**config.mk**
```make
export PLATFORM = sky130hd
export DESIGN_NAME = snake_head_stepper
export DESIGN_NICKNAME = d
export VERILOG_FILES = /design/src/rtl/snake_head_stepper_pkg.sv /design/src/rtl/snake_head_stepper_game_tick_gen.sv /design/src/rtl/snake_head_stepper.sv
export SDC_FILE = /design/constraint.sdc
export NUM_CORES = 1
export LEC_CHECK = 0
export CAP_MARGIN = 20
export CELL_PAD_IN_SITES_DETAIL_PLACEMENT = 1
export CELL_PAD_IN_SITES_GLOBAL_PLACEMENT = 2
export CORE_MARGIN = 1.5
export CORE_UTILIZATION = 35
export CTS_BUF_LIST = sky130_fd_sc_hd__clkbuf_4
export DETAILED_ROUTE_END_ITERATION = 8
export GPL_ROUTABILITY_DRIVEN = 0
export PLACE_DENSITY_LB_ADDON = 0.25
export SETUP_SLACK_MARGIN = 0.2
export SYNTH_ARGS = -nofsm -noshare
export SYNTH_HDL_FRONTEND = slang
export SYNTH_HIERARCHICAL = 1
export SYNTH_SLANG_ARGS = --single-unit
```
**constraint.sdc**
```tcl
create_clock -name clk -period 2.4 [get_ports clk]
set_input_delay 0.6 -clock clk [delete_from_list [all_inputs] [get_ports clk]]
set_output_delay 0.6 -clock clk [all_outputs]
set_load 0.02 [all_outputs]
```
**src/rtl/snake_head_stepper_pkg.sv**
```systemverilog
// Shared direction codes, FSM states and grid defaults for the snake head stepper.
package snake_head_stepper_pkg;

  typedef enum logic [1:0] {
    DIR_TOP   = 2'd0,
    DIR_DOWN  = 2'd1,
    DIR_LEFT  = 2'd2,
    DIR_RIGHT = 2'd3
  } dir_e;

  typedef enum logic [1:0] {
    ST_IDLE  = 2'd0,
    ST_RUN   = 2'd1,
    ST_PAUSE = 2'd2
  } state_e;

  localparam int unsigned DEF_GRID_W = 40;
  localparam int unsigned DEF_GRID_H = 30;

  // Opposing directions differ only in the low bit of the code.
  function automatic dir_e opposite_dir(input dir_e d);
    return dir_e'(2'(d) ^ 2'b01);
  endfunction

endpackage

```
**src/rtl/snake_head_stepper_game_tick_gen.sv**
```systemverilog
// Game tick counter: counts while run_i, holds otherwise, clear_i zeroes it;
// term_c flags the terminal count of a running cycle.
module snake_head_stepper_game_tick_gen #(
  parameter int unsigned TICK_DIV = 25_000_000
) (
  input  logic clk,
  input  logic reset,
  input  logic run_i,
  input  logic clear_i,
  output logic term_c
);

  localparam int unsigned CNT_W = $clog2(TICK_DIV);

  logic [CNT_W-1:0] cnt_q;

  assign term_c = run_i && (cnt_q == CNT_W'(TICK_DIV - 1));

  always_ff @(posedge clk or posedge reset) begin
    if (reset) begin
      cnt_q <= '0;
    end else if (clear_i) begin
      cnt_q <= '0;
    end else if (run_i) begin
      cnt_q <= term_c ? '0 : cnt_q + CNT_W'(1);
    end
  end

endmodule

```
**src/rtl/snake_head_stepper.sv**
```systemverilog
// Snake head stepper: filters direction requests against the committed heading,
// advances the head with toroidal wrap on each game tick and pulses step.
module snake_head_stepper
  import snake_head_stepper_pkg::*;
#(
  parameter int unsigned GRID_W   = DEF_GRID_W,
  parameter int unsigned GRID_H   = DEF_GRID_H,
  parameter int unsigned X_W      = 6,
  parameter int unsigned Y_W      = 5,
  parameter int unsigned TICK_DIV = 25_000_000
) (
  input  logic           clk,
  input  logic           reset,
  input  logic [1:0]     dir_in,
  input  logic           start,
  input  logic           pause,
  input  logic           stop,
  output logic [X_W-1:0] head_x,
  output logic [Y_W-1:0] head_y,
  output logic [1:0]     cur_dir,
  output logic           step,
  output logic           running
);

  state_e         state_q;
  dir_e           cur_dir_q, pending_q;
  logic [X_W-1:0] head_x_q;
  logic [Y_W-1:0] head_y_q;
  logic           step_q, running_q;

  dir_e           req_dir_c, eff_dir_c;
  logic           legal_c, run_c, clear_c, tick_c;
  logic [X_W-1:0] head_x_d;
  logic [Y_W-1:0] head_y_d;

  // Stop and pause both pre-empt a terminal tick in the same cycle.
  assign run_c   = (state_q == ST_RUN) && !stop && !pause;
  assign clear_c = stop || (state_q == ST_IDLE);

  snake_head_stepper_game_tick_gen #(
    .TICK_DIV (TICK_DIV)
  ) u_tick (
    .clk     (clk),
    .reset   (reset),
    .run_i   (run_c),
    .clear_i (clear_c),
    .term_c  (tick_c)
  );

  // Reversal is judged against the committed heading, not the pending request.
  always_comb begin
    req_dir_c = dir_e'(dir_in);
    legal_c   = (req_dir_c != opposite_dir(cur_dir_q));
    eff_dir_c = legal_c ? req_dir_c : pending_q;
  end

  always_comb begin
    head_x_d = head_x_q;
    head_y_d = head_y_q;
    case (eff_dir_c)
      DIR_TOP:   head_y_d = (head_y_q == '0) ? Y_W'(GRID_H - 1) : head_y_q - Y_W'(1);
      DIR_DOWN:  head_y_d = (head_y_q == Y_W'(GRID_H - 1)) ? '0 : head_y_q + Y_W'(1);
      DIR_LEFT:  head_x_d = (head_x_q == '0) ? X_W'(GRID_W - 1) : head_x_q - X_W'(1);
      DIR_RIGHT: head_x_d = (head_x_q == X_W'(GRID_W - 1)) ? '0 : head_x_q + X_W'(1);
      default: ;
    endcase
  end

  always_ff @(posedge clk or posedge reset) begin
    if (reset) begin
      state_q   <= ST_IDLE;
      running_q <= 1'b0;
      head_x_q  <= X_W'(GRID_W / 2);
      head_y_q  <= Y_W'(GRID_H / 2);
      cur_dir_q <= DIR_TOP;
      pending_q <= DIR_TOP;
      step_q    <= 1'b0;
    end else begin
      pending_q <= eff_dir_c;
      step_q    <= tick_c;
      if (tick_c) begin
        head_x_q  <= head_x_d;
        head_y_q  <= head_y_d;
        cur_dir_q <= eff_dir_c;
      end
      // Priority stop > pause > start; running mirrors the next state.
      case (state_q)
        ST_IDLE: begin
          if (!stop && !pause && start) begin
            state_q   <= ST_RUN;
            running_q <= 1'b1;
          end
        end
        ST_RUN: begin
          if (stop) begin
            state_q   <= ST_IDLE;
            running_q <= 1'b0;
          end else if (pause) begin
            state_q   <= ST_PAUSE;
            running_q <= 1'b0;
          end
        end
        ST_PAUSE: begin
          if (stop) begin
            state_q <= ST_IDLE;
          end else if (!pause) begin
            state_q   <= ST_RUN;
            running_q <= 1'b1;
          end
        end
        default: begin
          state_q   <= ST_IDLE;
          running_q <= 1'b0;
        end
      endcase
    end
  end

  assign head_x  = head_x_q;
  assign head_y  = head_y_q;
  assign cur_dir = 2'(cur_dir_q);
  assign step    = step_q;
  assign running = running_q;

endmodule
```
==> results.sh <==
export IMPL_cts_sinks=44
export IMPL_use_met1=0.246
export IMPL_path_cells="or4b_4, nor3_4, nand4_4, inv_4, nor2b_4, a21o_1, o21ai_1, a221oi_1"
export IMPL_yosysWarnings=6
export IMPL_antenna_found_initial=0
export IMPL_status="complete, no violations"
export IMPL_numPortBuffers=21
export IMPL_crit_type="reg2reg"
export IMPL_nFillCells=933
export IMPL_post_route_drc_count=0
export IMPL_start_util=0.366
export IMPL_end_kind="register"
export IMPL_synth_area_leaders="dfrtp_1 33%, dfstp_2 5.5%, nor2_1 4.5%"
export IMPL_max_cap_viol_count=0
export IMPL_syn_nets=322
export IMPL_period_share=0.920
export IMPL_slowest_delay_ns=0.55
export IMPL_cts_buffers=5
export IMPL_crit_buf_inv=1
export IMPL_rsz0062_at_grt="true"
export IMPL_vias=2517
export IMPL_vias_per_cell=5.38
export IMPL_tritoncts="built"
export IMPL_cts_clk_slew_worst_paths_ns=0.13
export IMPL_cpMaxStageDelayCell="or4b_4"
export IMPL_slew_headroom=0.732
export IMPL_ys_types=69
export IMPL_setup_viol=0
export IMPL_finalCriticalPeriod_ns=2.21
export IMPL_drv_slew=0
export IMPL_drtIter0Drc=60
export IMPL_grt_max_degree=26
export IMPL_min_path_cells=2
export IMPL_grt_pass1_vias=2606
export IMPL_crit_cells=8
export IMPL_p_per_area_mw_per_mm2=347
export IMPL_worstPathMaxFanout=5
export IMPL_fin_worst_skew_ns=0.00775
export IMPL_timing_rr_end="head_x[2]"
export IMPL_clk_latency_ns=0.35
export IMPL_placedInstanceArea_mm2=0.00341
export IMPL_overflow=0
export IMPL_core_area_mm2=0.00781
export IMPL_r2r_setup_slack_ns=0.19
export IMPL_synth_top_area_frac=0.333
export IMPL_path_delay_family="simple AND/OR/NAND/NOR gates"
export IMPL_synth_edf_count=0
export IMPL_antennaDiodeCount=0
export IMPL_worstPathArrival_ns=2.47
export IMPL_cp_required_ns=2.66
export IMPL_drive_above_1_share=0.249
export IMPL_grt_use_total=0.186
export IMPL_avgSynthCellArea_um2=9.27
export IMPL_boundaryPins=22
export IMPL_syn2layout_area_growth_pct=25.5
export IMPL_syn_area_mm2=0.00285
export IMPL_wl_per_cell_um=16.0
export IMPL_ff2ff_path_depth=8
export IMPL_die_w_um=93.3
export IMPL_max_clock_freq_mhz=453
export IMPL_ir_drop_uv=154
export IMPL_hp_start="running"
export IMPL_place_hpwl_um=5450
export IMPL_die_area_mm2=0.00870
export IMPL_grt_pass1_wl_um=12900
export IMPL_design_area_mm2=0.00358
export IMPL_synth_largest_area_cell="dfrtp_1"
export IMPL_tightest_slew_ns=0.399
export IMPL_cts_root_buf="clkbuf_4"
export IMPL_min_to="running"
export IMPL_fin_tns_setup_ns=0
export IMPL_hold_viol=0
export IMPL_drtPass1Iterations=4
export IMPL_ys_seq_elements=44
export IMPL_routed_wl_um=7470
export IMPL_hold_buffers=0
export IMPL_clock_path_buffers=2
export IMPL_fin_nets=379
export IMPL_cp_start_kind="register"
export IMPL_cellLeakagePower_nw=1.52
export IMPL_ys_async_sr_fraction=1.00
export IMPL_grt_use_met3=0.0276
export IMPL_cts_htree_levels=2
export IMPL_route_antenna_remaining_nets=0
export IMPL_die_h_um=93.3
export IMPL_synth_ff_type="dfrtp_1"
export IMPL_ys_seq_area_frac=0.388
export IMPL_grt_busiest_layer="met2"
export IMPL_use_met2=0.321
export IMPL_hold_path_class="reg2reg"
export IMPL_synthCells=308
export IMPL_rows=32
export IMPL_rr_startpoint="u_tick/cnt_q[7]"
[cell type report]
class / count / area [um2] / area share
clock inverters: 3 / 13.8 / 0.00384
well taps: 102 / 128 / 0.0356
clock buffers: 5 / 37.5 / 0.0105
multi-input cells: 230 / 1670 / 0.466
flip-flops and latches: 44 / 1110 / 0.310
inverters: 16 / 62.6 / 0.0175
repair buffers: 68 / 561 / 0.157
[worst max-delay path by stage]
stage,from,end,slack (ns)
after floorplan,stop,head_x[2],0.16
after global placement,stop,u_tick/cnt_q[19],-0.28
after detailed placement,stop,head_y[2],-0.38
after CTS,head_x[5],head_x[5],0.20
after global routing,u_tick/cnt_q[7],head_x[2],0.11
final,u_tick/cnt_q[7],head_x[2],0.19
[layout by cell type, fill, tap and decap left out, drive strengths merged, types with 2 or more instances in the layout]
cell	instances
o21bai	3
a31oi	3
dlygate4sd2	7
buf	47
inv	16
nand4	9
a22o	2
a21oi	10
o211ai	3
nor2	35
o31ai	6
or3	2
nor2b	5
dfstp	6
a22oi	2
o22ai	3
dfrtp	38
nand2b	4
nor4b	3
o2111ai	2
clkinv	3
and3	7
or4b	3
mux2i	5
xor2	14
mux2	2
nand3	24
and2	4
nand2	18
clkdlybuf4s50	13
o21a	2
and4	5
o21ai	7
nor4	2
nor3b	2
clkbuf	5
ha	7
nor3	7
xnor2	10
[flip-flops by register name (all words and copies together), names as in the netlist]
signal and flops:
step 1, pending_q 2, state_q 2, head_x 6, u_tick/cnt_q 25, running 1
cur_dir 2, head_y 5
[synth_stat cells (3+ instances only)]
cell	instances
dfrtp_1	38
nor2_1	34
nand3_1	24
nand2_1	18
inv_1	16
xor2_1	14
a21oi_1	10
xnor2_1	10
clkbuf_1	8
ha_1	7
nand4_1	7
dfstp_2	6
nor3_1	6
o21ai_0	6
and3_1	5
buf_4	5
mux2i_1	5
nor2b_1	5
o31ai_1	5
nand2b_1	4
a31oi_1	3
and2_1	3
and4_1	3
nor4b_1	3
o211ai_1	3
o21bai_1	3
o22ai_1	3
or4b_1	3
[stage by stage]
step / setup slack [ns] / hold WS (ns) / instances / util / total power [mW]
2_1_floorplan: 0.157 / 0.497 / 308 / - / 0.841
3_3_place_gp: -0.278 / 0.467 / 451 / 0.437 / 0.899
3_5_place_dp: -0.379 / 0.472 / 451 / 0.437 / 0.902
4_1_cts: 0.205 / 0.504 / 465 / 0.451 / 1.26
5_1_grt: 0.113 / 0.528 / 468 / 0.459 / 1.30
6_report: 0.191 / 0.497 / 468 / 0.459 / 1.24
[kinds of logic after synthesis]
kind of cell               count (synthesis)  share of synthesized area
xor gates and xnor gates                  24                     0.0737
AOI/OAI and AO/OA                         58                      0.151
and+or+nand+nor                          134                      0.269
buffers and inverters                     34                     0.0614
adders and majority gates                  7                     0.0307
DFF                                       44                      0.388
muxes                                      7                     0.0254
[power by group]
group	switching (mW)	total (mW)	internal (mW)
sequential	0.00868	0.758	0.749
clock	0.247	0.355	0.108
combinational	0.0744	0.131	0.0564
[tightest hold or removal path: cells and delay by family, from the launching register on]
family,cells,cell delay [ns]
simple gates,1,0.05
flops,1,0.37
compound gates,1,0.05
[repair_timing]
| action | in CTS | in global routing |
|---|---|---|
| endpoints found under the setup margin | 28 | 15 |
| buffers inserted | 6 | 3 |
| gates resized for setup | 13 | 7 |
| pin swaps | 2 | 1 |
| cloned | 0 | 0 |
[metal layers]
metal / wire [um] / vias to the layer above
li1: - / 1219
met1: 3510 / 1258
met2: 3740 / 31
met3: 175 / 9
met4: 57 / 0
met5: 0 / -
Note: power is estimated with default switching activity, not from simulation.
